### src/rtl/cmp_sweep_ctrl.sv
// Exhaustive 4-bit comparator sweep: drives all 256 {A,B} pairs, scores cmp_out against MODE.
// Define CMP_SWEEP_FAILLOG_EN to build the first-mismatch capture register behind first_fail.
module cmp_sweep_ctrl #(
  parameter int HOLD = 4,
  parameter int MODE = 0
) (
  input  logic       clk,
  input  logic       rst_n,
  input  logic       start,
  input  logic       abort,
  input  logic       cmp_out,
  output logic [3:0] A,
  output logic [3:0] B,
  output logic       busy,
  output logic       done,
  output logic [8:0] pass_cnt,
  output logic [8:0] fail_cnt,
  output logic [8:0] first_fail
);

  typedef enum logic [1:0] {IDLE, DRIVE, SAMPLE, DONE} state_t;

  // DRIVE occupies HOLD-1 cycles, so the hold counter tops out at HOLD-2.
  localparam logic [3:0] HOLD_LAST = 4'(HOLD - 2);

  state_t     state_reg, state_next;
  logic [7:0] idx_reg, idx_next;
  logic [3:0] hold_reg, hold_next;
  logic [8:0] pass_reg, pass_next;
  logic [8:0] fail_reg, fail_next;
  logic       expected;
  logic       mismatch;
  logic       start_ok;
  logic       count_en;

  assign expected = (MODE == 1) ? (idx_reg[7:4] > idx_reg[3:0])
                                : (idx_reg[7:4] == idx_reg[3:0]);
  assign mismatch = (cmp_out != expected);
  assign start_ok = (state_reg == IDLE) && start && !abort;
  // A SAMPLE cut short by abort is discarded.
  assign count_en = (state_reg == SAMPLE) && !abort;

  always_ff @(posedge clk or negedge rst_n) begin
    if (!rst_n) begin
      state_reg <= IDLE;
      idx_reg   <= '0;
      hold_reg  <= '0;
      pass_reg  <= '0;
      fail_reg  <= '0;
    end else begin
      state_reg <= state_next;
      idx_reg   <= idx_next;
      hold_reg  <= hold_next;
      pass_reg  <= pass_next;
      fail_reg  <= fail_next;
    end
  end

  always_comb begin
    state_next = state_reg;
    idx_next   = idx_reg;
    hold_next  = hold_reg;
    pass_next  = pass_reg;
    fail_next  = fail_reg;
    case (state_reg)
      IDLE: begin
        if (start_ok) begin
          state_next = DRIVE;
          idx_next   = '0;
          hold_next  = '0;
          pass_next  = '0;
          fail_next  = '0;
        end
      end
      DRIVE: begin
        if (abort) begin
          state_next = IDLE;
        end else if (hold_reg == HOLD_LAST) begin
          state_next = SAMPLE;
        end else begin
          hold_next = hold_reg + 4'd1;
        end
      end
      SAMPLE: begin
        if (abort) begin
          state_next = IDLE;
        end else begin
          if (mismatch) fail_next = fail_reg + 9'd1;
          else          pass_next = pass_reg + 9'd1;
          if (idx_reg == 8'hFF) begin
            state_next = DONE;
          end else begin
            state_next = DRIVE;
            idx_next   = idx_reg + 8'd1;
            hold_next  = '0;
          end
        end
      end
      DONE: state_next = IDLE;
      default: state_next = IDLE;
    endcase
  end

  assign A        = idx_reg[7:4];
  assign B        = idx_reg[3:0];
  assign busy     = (state_reg == DRIVE) || (state_reg == SAMPLE);
  assign done     = (state_reg == DONE);
  assign pass_cnt = pass_reg;
  assign fail_cnt = fail_reg;

`ifdef CMP_SWEEP_FAILLOG_EN
  logic [8:0] first_fail_reg, first_fail_next;

  // Bit 8 doubles as the "already captured" flag so later mismatches are ignored.
  always_comb begin
    first_fail_next = first_fail_reg;
    if (start_ok) begin
      first_fail_next = '0;
    end else if (count_en && mismatch && !first_fail_reg[8]) begin
      first_fail_next = {1'b1, idx_reg};
    end
  end

  always_ff @(posedge clk or negedge rst_n) begin
    if (!rst_n) first_fail_reg <= '0;
    else        first_fail_reg <= first_fail_next;
  end

  assign first_fail = first_fail_reg;
`else
  assign first_fail = '0;
`endif

endmodule

### config.mk
export PLATFORM = sky130hd
export DESIGN_NAME = cmp_sweep_ctrl
export DESIGN_NICKNAME = d
export VERILOG_FILES = /design/src/rtl/cmp_sweep_ctrl.sv
export SDC_FILE = /design/constraint.sdc
export NUM_CORES = 1
export LEC_CHECK = 0
export ABC_CLOCK_PERIOD_IN_PS = 4400
export CAP_MARGIN = 20
export CORE_MARGIN = 1.5
export CORE_UTILIZATION = 55
export DETAILED_ROUTE_END_ITERATION = 10
export PLACE_DENSITY = 0.94
export SETUP_SLACK_MARGIN = 0.1
export SYNTH_ARGS = -nofsm -noshare
export SYNTH_HDL_FRONTEND = slang
export SYNTH_SLANG_ARGS = --single-unit
### constraint.sdc
create_clock -name clk -period 4.4 [get_ports clk]
set_input_delay 0.88 -clock clk [delete_from_list [all_inputs] [get_ports clk]]
set_output_delay 0.88 -clock clk [all_outputs]
set_load 0.02 [all_outputs]
==> metrics.cfg, run 1 <==
[setup_path]
reg2reg_depth=7
crit_path_end_kind=register
critical_path_class=reg2reg
ff2ff_setup_slack_ns=1.53
path_max_fanout=29
startpoint_type=register
arrival_ns=3.01
r2r-start=state_reg[0]$_DFFE_PN0P_
required_ns=4.54
reg2reg_to=pass_cnt[7]$_DFFE_PN0P_

[clock_tree]
cts_tree=yes
cts_sinks=32
post_cts_buffers=0
cts_resized=0
cts_buffers=5
cts_hold_buf=0
root_buffer=clkbuf_8
clockBufferDepth=2
clkSlewWorstSetupHoldPaths_ns=0.07
htreeDepth=2
worstSkewPairLatency_ns=0.29

[timing]
setup_viol=0
tightestPinTransition_ns=0.979
whs_ns=0.546
fin_tns_setup_ns=0
slew_viol_final=0
slew_headroom_pct=34.7
rsz0062_at_grt=false
post-route-period-util_pct=65.1
hold_viol_final=0
skew_ns=0.00649
fmax_mhz=349
period_needed_ns=2.87

[power]
seqPwrFrac_pct=37.7
p_switching_w=0.000373
power_density_mw_per_mm2=400
power.internal_w=0.000599
p_leak_nw=1.06
swShare_pct=38.4
vdd_drop_max_v=0.000279
p_comb_share_pct=37.7
total_power_w=0.000972
clkPwrFrac_pct=24.6

[logic_synthesis]
synth_top_cell_by_area=dfrtp_1
synth_most_common_cell=dfrtp_1
yosys_warnings=0
yosysUniqueCellTypes=43
syn_area_sq_mm=0.00202
ys_seq_area_share_pct=39.6
synth-edff-count=0
synth_ff_type=dfrtp_1
synth.avg_cell_area_sq_um=9.31
synthCells=217
synth_async_sr_flop_share_pct=100
ys_ff_latch=32
synth_common_cells=dfrtp_1 (32), nand2_1 (18), nor2_1 (15), o21ai_0 (15), nand3_1 (12)
netlist_top_cells_area=dfrtp_1 (40%), ha_1 (5.6%), a22o_1 (4.3%)
synth.top_cell.area_share_pct=39.6

[job]
drv_cap=0

[global_route]
grt.total_usage_pct=22.9
overflow=0
grt_max_degree=33
grt_pass1_vias=1613
antenna_found_initial=0
grt_pass1_wl_microns=7290

[die]
dieWidth_microns=63.6
core_area_sq_mm=0.00344
die-area_sq_mm=0.00405
row_count=21
die_y_microns=63.6
initial_core_util_pct=58.7
io_pins=42

[place]
dp_hpwl_microns=2920
gp_congestion=0.846
port_buffers=32

[worst_hold_path]
worst_hold_startpoint=pass_cnt[0]$_DFFE_PN0P_
hold_depth=1
hold_end=pass_cnt[0]$_DFFE_PN0P_
hp-class=reg2reg

[layout]
multiInputGateArea_sq_mm=0.00111
fillers=284
n_antenna_cell=0
final_nets=263
regArea_sq_um=801
fin_util_pct=70.6
syn_to_final_growth_pct=20.2
drive_above_1_share_pct=9.20

[routing]
first_pass_iters=4
wirelength_microns=4260
drtIter0Drc=147
vias=1698
via_per_inst=5.74
ant_nets=0
routedWlPerCell_microns=14.4
remaining_drc_errors=0

[outcome]
outcome=finished, final reports clean

==> cell type report <==
class | count | area share, %
Multi-Input combinational cell | 167 | 45.6
Sequential cell | 32 | 33.0
Timing Repair Buffer | 34 | 13.8
Clock buffer | 7 | 3.55
Tap cell | 46 | 2.37
Inverter | 9 | 1.39
Clock inverter | 1 | 0.309
==> cells by family after synthesis <==
group	Yosys count	synth area share, %
compound gates	52	19.3
buf+inv	26	7.00
xor+xnor	10	4.33
other cells	1	0.186
simple gates	85	22.8
fa+ha+maj	9	5.57
mux	2	1.24
flops	32	39.6
==> power by group through the flow <==
stage | clock (W) | sequential, W | combinational [W]
2_1_floorplan | 0 | 0.000384 | 0.000253
6_report | 0.000239 | 0.000366 | 0.000366
3_5_place_dp | 0 | 0.000371 | 0.000366
5_1_grt | 0.000256 | 0.000371 | 0.000405
4_1_cts | 0.000243 | 0.000366 | 0.000370
3_3_place_gp | 0 | 0.000369 | 0.000360
==> routing by layer <==
layer / GRT usage, % / vias to the layer above / part of all wire, %
li1: - / 823 / -
met1: 28.1 / 826 / 43
met2: 38.3 / 44 / 50
met3: 7.86 / 5 / 6.3
met4: 6.25 / 0 / 0.92
met5: 0 / - / 0
==> worst max path at each step <==
stage	start	to	slack, ns	depth (start not counted)
floorplan	idx_reg[5]$_DFFE_PN0P_	pass_cnt[5]$_DFFE_PN0P_	2.25	6
global placement	abort	pass_cnt[4]$_DFFE_PN0P_	1.61	5
CTS	state_reg[0]$_DFFE_PN0P_	pass_cnt[7]$_DFFE_PN0P_	1.52	7
global route	state_reg[0]$_DFFE_PN0P_	fail_cnt[4]$_DFFE_PN0P_	1.30	7
finish	state_reg[0]$_DFFE_PN0P_	pass_cnt[7]$_DFFE_PN0P_	1.53	7
detailed placement	state_reg[0]$_DFFE_PN0P_	pass_cnt[7]$_DFFE_PN0P_	1.55	7
==> through the flow <==
stage          instance area, sq um  setup WS [ns]  cells
4_1_cts                        2430           1.52    296
3_5_place_dp                   2340           1.55    288
2_1_floorplan                  2050           2.25    225
5_1_grt                        2430           1.30    296
3_3_place_gp                   2340           1.61    288
6_report                       2430           1.53    296
==> worst max-delay path, cell delays in order, from the launching register on <==
cell	delay (ns)
dfrtp_1	0.42
inv_1	0.10
ha_1	0.81
nand2_1	0.24
nor3_1	0.23
mux2_4	0.27
or2_0	0.48
a31oi_2	0.17
==> layout by cell type (no fill, tap or decap), types with 2 or more instances in the layout <==
cell              n
dfrtp_1          32
clkdlybuf4s50_1  32
nand2_1          18
nor2_1           15
o21ai_0          15
nand3_1          12
xor2_1           10
a22o_1           10
inv_1             9
ha_1              9
conb_1            9
and3_1            7
nand2b_1          7
clkbuf_8          6
a21oi_1           5
nand4_1           4
or3_1             4
o21ai_1           4
a31oi_2           4
nand3b_1          3
or2_2             3
and4_1            2
nor2b_1           2
o211ai_2          2
o311ai_1          2
nor3b_1           2
a221o_1           2
a21o_1            2
o31ai_1           2
buf_4             2
Note: power is estimated with default switching activity, not from simulation.
==> run 2: changes to the inputs <==
--- a/config.mk
+++ b/config.mk
@@ -5,12 +5,12 @@
 export SDC_FILE = /design/constraint.sdc
 export NUM_CORES = 1
 export LEC_CHECK = 0
-export ABC_CLOCK_PERIOD_IN_PS = 4400
+export ABC_CLOCK_PERIOD_IN_PS = 2700
 export CAP_MARGIN = 20
 export CORE_MARGIN = 1.5
-export CORE_UTILIZATION = 55
+export CORE_UTILIZATION = 51
 export DETAILED_ROUTE_END_ITERATION = 10
-export PLACE_DENSITY = 0.94
+export PLACE_DENSITY = 0.89
 export SETUP_SLACK_MARGIN = 0.1
 export SYNTH_ARGS = -nofsm -noshare
 export SYNTH_HDL_FRONTEND = slang
==> constraint.sdc (replaced) <==
create_clock -name clk -period 2.7 [get_ports clk]
set_input_delay 0.54 -clock clk [delete_from_list [all_inputs] [get_ports clk]]
set_output_delay 0.54 -clock clk [all_outputs]
set_load 0.02 [all_outputs]
==> metrics.cfg, run 2 (same netlist as run 1, synthesis figures left out) <==
[routing]
via_per_inst=5.62
remaining_drc_errors=0
first_pass_iters=4
drtIter0Drc=85
routedWlPerCell_microns=13.6
wirelength_microns=4090
vias=1686
ant_nets=0

[timing]
slew_viol_final=0
skew_ns=0.00448
slew_headroom_pct=59.9
rsz0062_at_grt=false
hold_viol_final=0
fmax_mhz=443
post-route-period-util_pct=83.6
period_needed_ns=2.26
fin_tns_setup_ns=0
tightestPinTransition_ns=0.599
setup_viol=0

[layout]
drive_above_1_share_pct=10.3
n_antenna_cell=0
finish.instance_area_sq_mm=0.00248
syn_to_final_growth_pct=22.7
final_nets=265
final_cell_mix=dfrtp_1 (32), clkdlybuf4s50_1 (32), nand2_1 (18), nor2_1 (15), o21ai_0 (15)

[worst_hold_path]
hold_depth=1
hp-class=reg2reg
worst_hold_startpoint=pass_cnt[7]$_DFFE_PN0P_
hold_end=pass_cnt[7]$_DFFE_PN0P_

[die]
initial_core_util_pct=54.0
die-area_sq_mm=0.00435
die_y_microns=65.9
row_count=22
dieWidth_microns=65.9
core_area_sq_mm=0.00374
io_pins=42

[setup_path]
reg2reg_depth=5
critical_path_class=reg2reg
r2r-start=idx_reg[5]$_DFFE_PN0P_
crit_path_end_kind=register
crit_slowest_cell=or4_4
crit_path_cell_trace=xor2_1 > or4_4 > o211ai_2 > o21ai_0 > a22o_1
required_ns=2.87
reg2reg_to=fail_cnt[3]$_DFFE_PN0P_
critical-path-max-stage-delay_ns=0.57
arrival_ns=2.43
startpoint_type=register
crit_cells=5
critPathTopFamily=compound AO/OA/AOI/OAI gates
cp_num_buf_inv=0
ff2ff_setup_slack_ns=0.44
path_max_fanout=16

[place]
post_dp_cell_area_sq_mm=0.00235
port_buffers=32
dp_hpwl_microns=2890
gp_congestion=0.861

[global_route]
antenna_found_initial=0
use_met3_pct=4.60
met2_usage_pct=33.1
grt_pass1_vias=1565
grt_pass1_wl_microns=6840
overflow=0
grt_max_degree=33
grt-busiest-layer=met2
grt_use_met1_pct=26.8
grt.total_usage_pct=20.3

[clock_tree]
cts_tree=yes
clockBufferDepth=2
worstSkewPairLatency_ns=0.29
cts_hold_buf=0
cts_buffers=5
htreeDepth=2
root_buffer=clkbuf_8
clkSlewWorstSetupHoldPaths_ns=0.07
cts_sinks=32
post_cts_buffers=0

[outcome]
outcome=finished, final reports clean

[power]
power_density_mw_per_mm2=689
p_switching_w=0.000607
p_leak_nw=1.09
swShare_pct=35.5
vdd_drop_max_v=0.000484
p_comb_share_pct=35.8
power.internal_w=0.00110
seqPwrFrac_pct=34.8
clkPwrFrac_pct=29.4

[job]
drv_cap=0

run 2: layout make-up:
type,count,area (sq um)
inverter,9,33.8
clock inverter,1,30.0
clock buffer,7,96.3
tap,48,60.1
timing repair buffer,36,350
fill,323,1260
multi-input combinational,167,1110
sequential,32,801
run 2: power by group through the flow:
stage	logic (W)	clock network (W)	registers (W)
after floorplan	0.000413	0	0.000626
after global placement	0.000593	0	0.000600
final	0.000612	0.000502	0.000594
after global routing	0.000677	0.000527	0.000604
after CTS	0.000612	0.000514	0.000593
after detailed placement	0.000606	0	0.000601
run 2: metal layers:
layer | routed length [microns] | share of wire [%] | up-vias
met5 | 0 | 0 | -
met4 | 57 | 1.4 | 0
met3 | 189 | 4.6 | 7
met2 | 1940 | 47 | 34
met1 | 1900 | 47 | 817
li1 | - | - | 828
run 2: how the worst max path moves through the flow:
stage                                   from                      end  slack, ns
floorplan             idx_reg[5]$_DFFE_PN0P_  pass_cnt[5]$_DFFE_PN0P_       0.55
global placement                       abort  pass_cnt[7]$_DFFE_PN0P_       0.35
detailed placement                     abort  pass_cnt[4]$_DFFE_PN0P_       0.27
CTS                 state_reg[0]$_DFFE_PN0P_  pass_cnt[4]$_DFFE_PN0P_       0.28
global route        state_reg[0]$_DFFE_PN0P_  pass_cnt[4]$_DFFE_PN0P_       0.28
finish                idx_reg[5]$_DFFE_PN0P_  fail_cnt[3]$_DFFE_PN0P_       0.44
run 2: metrics by stage:
step           utilization, %  setup WS, ns  instances  hold slack, ns  power, W
3_3_place_gp             62.9         0.349        292           0.516   0.00119
2_1_floorplan               -         0.550        225           0.244   0.00104
5_1_grt                  66.2         0.277        300           0.571   0.00181
4_1_cts                  66.2         0.278        300           0.531   0.00172
6_report                 66.2         0.443        300           0.531   0.00171
3_5_place_dp             62.9         0.271        292           0.517   0.00121
run 2: what timing repair did:
action | 4_1_cts | 5_1_grt
gates resized for setup | 0 | 1
setup endpoints to repair | 0 | 4
endpoints found under the hold margin | 0 | 0
